--- src/rtl/uart_tx_fifo.sv ---
// uart_tx_fifo: UART transmitter with a small input FIFO, programmable bit
// period, optional odd/even parity and 1 or 2 stop bits. Queued words are
// sent back-to-back with no idle gap between frames.
//
// Ports:
//   clk         system clock, rising edge
//   reset       synchronous active-high reset; discards queued words
//   in_valid    producer offers in_data
//   in_data     word to transmit, LSB first
//   in_ready    FIFO can accept a word (fifo_count < FIFO_DEPTH)
//   tx          registered serial line, idles high
//   busy        registered, high while a frame is in progress
//   done        registered one-cycle pulse per completed frame
//   fifo_count  words currently queued
module uart_tx_fifo #(
  parameter int unsigned DATA_BITS    = 8,
  parameter int unsigned CLKS_PER_BIT = 16,
  parameter int unsigned PARITY       = 0,
  parameter int unsigned STOP_BITS    = 1,
  parameter int unsigned FIFO_DEPTH   = 4
) (
  input  logic                          clk,
  input  logic                          reset,
  input  logic                          in_valid,
  input  logic [DATA_BITS-1:0]          in_data,
  output logic                          in_ready,
  output logic                          tx,
  output logic                          busy,
  output logic                          done,
  output logic [$clog2(FIFO_DEPTH):0]   fifo_count
);

  localparam int unsigned PTR_W = $clog2(FIFO_DEPTH);
  localparam int unsigned CNT_W = PTR_W + 1;
  localparam int unsigned TMR_W = (CLKS_PER_BIT > 1) ? $clog2(CLKS_PER_BIT) : 1;
  localparam int unsigned IDX_W = (DATA_BITS > 2) ? $clog2(DATA_BITS) : 1;

  localparam bit PARAMS_OK = (DATA_BITS >= 5) && (DATA_BITS <= 9) &&
                             (CLKS_PER_BIT >= 1) && (PARITY <= 2) &&
                             ((STOP_BITS == 1) || (STOP_BITS == 2)) &&
                             (FIFO_DEPTH >= 2) &&
                             ((FIFO_DEPTH & (FIFO_DEPTH - 1)) == 0);

  typedef enum logic [2:0] {
    S_IDLE,
    S_START,
    S_DATA,
    S_PARITY,
    S_STOP
  } state_t;

  // FIFO storage and pointers
  logic [DATA_BITS-1:0] mem [FIFO_DEPTH];
  logic [PTR_W-1:0]     wr_ptr;
  logic [PTR_W-1:0]     rd_ptr;
  logic [DATA_BITS-1:0] head;
  logic                 push;
  logic                 pop;

  // Frame engine
  state_t               state;
  logic [TMR_W-1:0]     timer;
  logic [IDX_W-1:0]     bit_idx;
  logic [DATA_BITS-1:0] shreg;
  logic                 par_bit;
  logic                 bit_end;
  logic                 last_stop;
  logic                 last_data;

  // Ready depends on occupancy only: a full FIFO refuses even if a pop coincides.
  assign in_ready  = (fifo_count < CNT_W'(FIFO_DEPTH));
  assign push      = in_valid && in_ready;
  assign head      = mem[rd_ptr];

  assign bit_end   = (timer == TMR_W'(CLKS_PER_BIT - 1));
  assign last_stop = (bit_idx == IDX_W'(STOP_BITS - 1));
  assign last_data = (bit_idx == IDX_W'(DATA_BITS - 1));

  // Pop when a frame starts: from idle, or at the end of the last stop bit.
  assign pop = (fifo_count != '0) &&
               ((state == S_IDLE) ||
                ((state == S_STOP) && bit_end && last_stop));

  // FIFO data array (no reset needed; pointers define validity)
  always_ff @(posedge clk) begin
    if (push) begin
      mem[wr_ptr] <= in_data;
    end
  end

  // FIFO pointers and occupancy
  always_ff @(posedge clk) begin
    if (reset) begin
      wr_ptr     <= '0;
      rd_ptr     <= '0;
      fifo_count <= '0;
    end else begin
      if (push) begin
        wr_ptr <= wr_ptr + PTR_W'(1);
      end
      if (pop) begin
        rd_ptr <= rd_ptr + PTR_W'(1);
      end
      case ({push, pop})
        2'b10:   fifo_count <= fifo_count + CNT_W'(1);
        2'b01:   fifo_count <= fifo_count - CNT_W'(1);
        default: fifo_count <= fifo_count;
      endcase
    end
  end

  // Frame FSM; tx/busy/done are registered alongside each state transition.
  always_ff @(posedge clk) begin
    if (reset) begin
      state   <= S_IDLE;
      tx      <= 1'b1;
      busy    <= 1'b0;
      done    <= 1'b0;
      timer   <= '0;
      bit_idx <= '0;
      shreg   <= '0;
      par_bit <= 1'b0;
    end else begin
      done <= 1'b0;
      case (state)
        S_IDLE: begin
          tx      <= 1'b1;
          timer   <= '0;
          bit_idx <= '0;
          if (pop) begin
            shreg   <= head;
            par_bit <= (PARITY == 1) ? ~^head : ^head;
            state   <= S_START;
            tx      <= 1'b0;
            busy    <= 1'b1;
          end
        end

        S_START: begin
          if (bit_end) begin
            timer   <= '0;
            bit_idx <= '0;
            state   <= S_DATA;
            tx      <= shreg[0];
          end else begin
            timer <= timer + TMR_W'(1);
          end
        end

        // The shift register keeps the current bit at position 0.
        S_DATA: begin
          if (bit_end) begin
            timer <= '0;
            if (last_data) begin
              bit_idx <= '0;
              if (PARITY != 0) begin
                state <= S_PARITY;
                tx    <= par_bit;
              end else begin
                state <= S_STOP;
                tx    <= 1'b1;
              end
            end else begin
              bit_idx <= bit_idx + IDX_W'(1);
              shreg   <= shreg >> 1;
              tx      <= shreg[1];
            end
          end else begin
            timer <= timer + TMR_W'(1);
          end
        end

        S_PARITY: begin
          if (bit_end) begin
            timer   <= '0;
            bit_idx <= '0;
            state   <= S_STOP;
            tx      <= 1'b1;
          end else begin
            timer <= timer + TMR_W'(1);
          end
        end

        // Last stop bit either chains straight into the next start bit or idles.
        S_STOP: begin
          if (bit_end) begin
            timer <= '0;
            if (last_stop) begin
              done    <= 1'b1;
              bit_idx <= '0;
              if (pop) begin
                shreg   <= head;
                par_bit <= (PARITY == 1) ? ~^head : ^head;
                state   <= S_START;
                tx      <= 1'b0;
              end else begin
                state <= S_IDLE;
                tx    <= 1'b1;
                busy  <= 1'b0;
              end
            end else begin
              bit_idx <= bit_idx + IDX_W'(1);
            end
          end else begin
            timer <= timer + TMR_W'(1);
          end
        end

        default: begin
          state   <= S_IDLE;
          tx      <= 1'b1;
          busy    <= 1'b0;
          timer   <= '0;
          bit_idx <= '0;
        end
      endcase
    end
  end

  // Flag illegal parameter combinations in simulation
  always_ff @(posedge clk) begin
    if (reset) begin
      assert (PARAMS_OK)
      else $error("uart_tx_fifo: illegal parameters DATA_BITS=%0d CLKS_PER_BIT=%0d PARITY=%0d STOP_BITS=%0d FIFO_DEPTH=%0d",
                  DATA_BITS, CLKS_PER_BIT, PARITY, STOP_BITS, FIFO_DEPTH);
    end
  end

endmodule
--- config.mk ---
export PLATFORM = sky130hd
export DESIGN_NAME = uart_tx_fifo
export DESIGN_NICKNAME = d
export VERILOG_FILES = /design/src/rtl/uart_tx_fifo.sv
export SDC_FILE = /design/constraint.sdc
export NUM_CORES = 1
export LEC_CHECK = 0
export CORE_ASPECT_RATIO = 0.7
export CORE_MARGIN = 2
export CORE_UTILIZATION = 31
export DETAILED_ROUTE_END_ITERATION = 6
export PLACE_DENSITY_LB_ADDON = 0.15
export SLEW_MARGIN = 5
export SYNTH_ARGS = -nofsm -noshare
export SYNTH_HDL_FRONTEND = slang
export SYNTH_SLANG_ARGS = --single-unit
export TNS_END_PERCENT = 10
--- constraint.sdc ---
create_clock -name clk -period 7.2 [get_ports clk]
set_clock_uncertainty 0.1 [all_clocks]
set_input_delay 1.44 -clock clk [delete_from_list [all_inputs] [get_ports clk]]
set_output_delay 1.44 -clock clk [all_outputs]
set_load 0.01 [all_outputs]
==> metrics.md <==
| Metric | Value |
|---|---|
| Status | `finished clean` |
| Worst Hold Class | `reg -> reg` |
| Top Ports | `18` |
| Die Wd | `about 120 µm` |
| Initial Util | `between 30% and 40%` |
| Layout cell share with drive strength beyond 1 | `17.39%` |
| Max-Cap Viols | `0` |
| Data required, critical path | `7.33 ns` |
| TritonCTS clock tree | `yes` |
| Post_cts resized | `0` |
| Pleak | `between 0.001 and 0.0015 µW` |
| First-pass GRT wire length | `a little under 8000 µm` |
| Vias/cell | `roughly 4.5` |
| Fin util | `between 30% and 40%` |
| Post-layout min period | `approximately 3.2 ns` |
| Row cnt | `28` |
| Syn Area/Cell | `between 10 and 15 µm²` |
| Antenna violation net count after detailed routing | `0` |
| Yosys warning count | `0` |
| Initial antenna violation count | `0` |
| CP endpoint kind | `flip-flop` |
| Top cells by area, synth | `edfxtp_1, dfxtp_1, mux4_2` |
| RSZ-0062 raised after global routing | `false` |
| CP max FO | `8` |
| Clk Latency, worst-skew pair | `~0.32 ns` |
| Clock sink count | `between 60 and 70` |
| Max clock buf depth | `2` |
| Postcts setup bufs | `0` |
| EDFF count, synth | `32` |
| Kind of critical path | `in -> reg` |
| Post-DP HPWL | `approximately 3100 µm` |
| Sequential element share of the synthesized area | `between 50% and 60%` |
| Asr flop ratio synth | `0%` |
| Cts hold-fix bufs | `0` |
| Slew HR | `between 20% and 30%` |
| Crit path DAT | `around 3.4 ns` |
| Power Dens Cells | `388.5 nW/µm²` |
| Layout area overhead | `21.21%` |
| Routed WL per cell | `around 13 µm` |
| Cells after DPL | `between 300 and 400` |
| Vias | `1567` |
| PortBufs | `17` |
| Area leader, netlist | `edfxtp_1` |
| Worst VDD drop | `approximately 0.18 mV` |
| CP startpoint kind | `primary input` |
| Die height | `between 80 and 90 µm` |
| Core ar. | `roughly 8500 µm²` |
| TNS Setup | `0 ns` |
| DRC viols | `0` |
| Slew Limit Fails | `0` |
| Slew @ Worst Pin | `roughly 1.1 ns` |
| Yosys reg bits | `62` |
| Most frequent cells in the layout | `edfxtp_1, dfxtp_1, nor2_1, clkdlybuf4s50_1, inv_1` |
| Post-synth top area share | `35.26%` |
| Reg clk slew, reported paths | `approximately 0.050 ns` |
| Synthesized cell area | `between 2000 and 3000 µm²` |
| Setup Viol. Count Final | `0` |
| ANT cells | `0` |
| Pin count of the biggest net entering global routing | `30` |
| CTS Buf Count | `9` |
| Total die area | `9569 µm²` |
| DRT Pass-1 Iters | `4` |
| Clock root buffer | `clkbuf_16` |
| Final cell count without fillers | `350` |
| H-tree levels | `3` |
| Most common cell after layout, fill and taps aside | `edfxtp_1` |
| Final period util | `44.60%` |
| GR Overflow Total | `0` |
| Gr usage total | `~12%` |
| Final WL | `between 4000 and 5000 µm` |
| RePlAce Congestion | `approximately 0.70` |
| Fmax | `0.3114 GHz` |
| Synth cell types | `approximately 50` |
| Number of DRC markers in iteration 0 | `between 90 and 100` |
| Final hold vios | `0` |
| Syn_nets | `about 230` |
| Vias in the first global route | `1543` |
| Top FF cell, synth | `edfxtp_1` |
| Cells after Synth | `208` |
| Nets | `approximately 250` |
| Fin Hold WS | `0.3646 ns` |
cells by family after synthesis:
kind of cell             count (synthesis)  synth area share [%]
XOR/XNOR                                 7                 2.250
AND/OR/NAND/NOR                         58                 11.62
multiplexers                            24                 12.81
adder cells (fa/ha/maj)                 10                 4.867
AO/OA/AOI/OAI                           25                 7.576
flip-flops                              62                 57.30
buffers and inverters                   22                 3.581
power breakdown:
part / leakage (µW) / switching (µW) / internal (µW)
sequential: 0.000539 / 55.0 / 440
combinational: 0.000493 / 157 / 182
clock: 0.000149 / 150 / 300
critical path, cell delays in order:
cell and delay (ns):
clkdlybuf4s50_1 0.44, nor2b_1 0.39, inv_1 0.09, ha_1 0.23, inv_1 0.07, fa_1 0.17
xor2_1 0.07, or3_1 0.30, a21oi_1 0.14
per-layer routing:
layer  GRT usage (%)  vias up  routed length [µm]  part of all wire, %
met2           15.91       24                1990                   42
li1                -      789                   -                    -
met3           4.818        7                 234                  5.0
met5               0        -                   0                    0
met4           5.357        0                  59                  1.3
met1           15.69      747                2401                   51
stage by stage:
stage | setup slack, ns | total power (µW) | cell area [µm²]
final | 3.989 | 1283 | 3303
after global routing | 3.771 | 1370 | 3303
after CTS | 3.977 | 1306 | 3303
after detailed placement | 3.641 | 848.6 | 2989
after global placement | 3.675 | 847.0 | 2989
after floorplan | 4.114 | 759.0 | 2725
final timing paths:
kind | start | endpoint | slack, ns | cells after the start
min reg2reg | shreg[7] | shreg[7] | 0.36 | 2
min | shreg[7] | shreg[7] | 0.36 | 2
max reg2reg | timer[0] | fifo_count[2] | 4.30 | 11
max | in_valid | fifo_count[2] | 3.99 | 9
cell type report:
type / instances / area [µm²]
Clock inverter: 7 / 88.84
Multi-Input combinational cell: 124 / 1066
Sequential cell: 62 / 1562
Clock buffer: 9 / 225.2
Fill cell: 844 / 5175
Inverter: 11 / 41.29
Tap cell: 120 / 150.1
Timing Repair Buffer: 17 / 170.2
sequential cells by signal, summed over array words and instances (netlist names), named ones only:
name	cells
wr_ptr	2
done	1
fifo_count	3
mem	32
rd_ptr	2
busy	1
state	3
bit_idx	3
shreg	8
timer	4
tx	1
synth_stat cells, types with 2 or more instances:
library cell and n:
ha_1 9, edfxtp_1 32, mux4_2 8, inv_1 11, mux2i_1 9, o21bai_1 2, clkbuf_1 4, mux2_2 7
or3_1 3, xor2_1 5, nand2_1 5, dfxtp_1 30, xnor2_1 2, and2_1 6, a21oi_1 8, buf_2 3
nand3_1 3, nand2b_1 3, buf_1 2, nor2_1 21, o21ai_0 2, nor3_1 6
No activity file was read; power rests on OpenSTA's default activity.
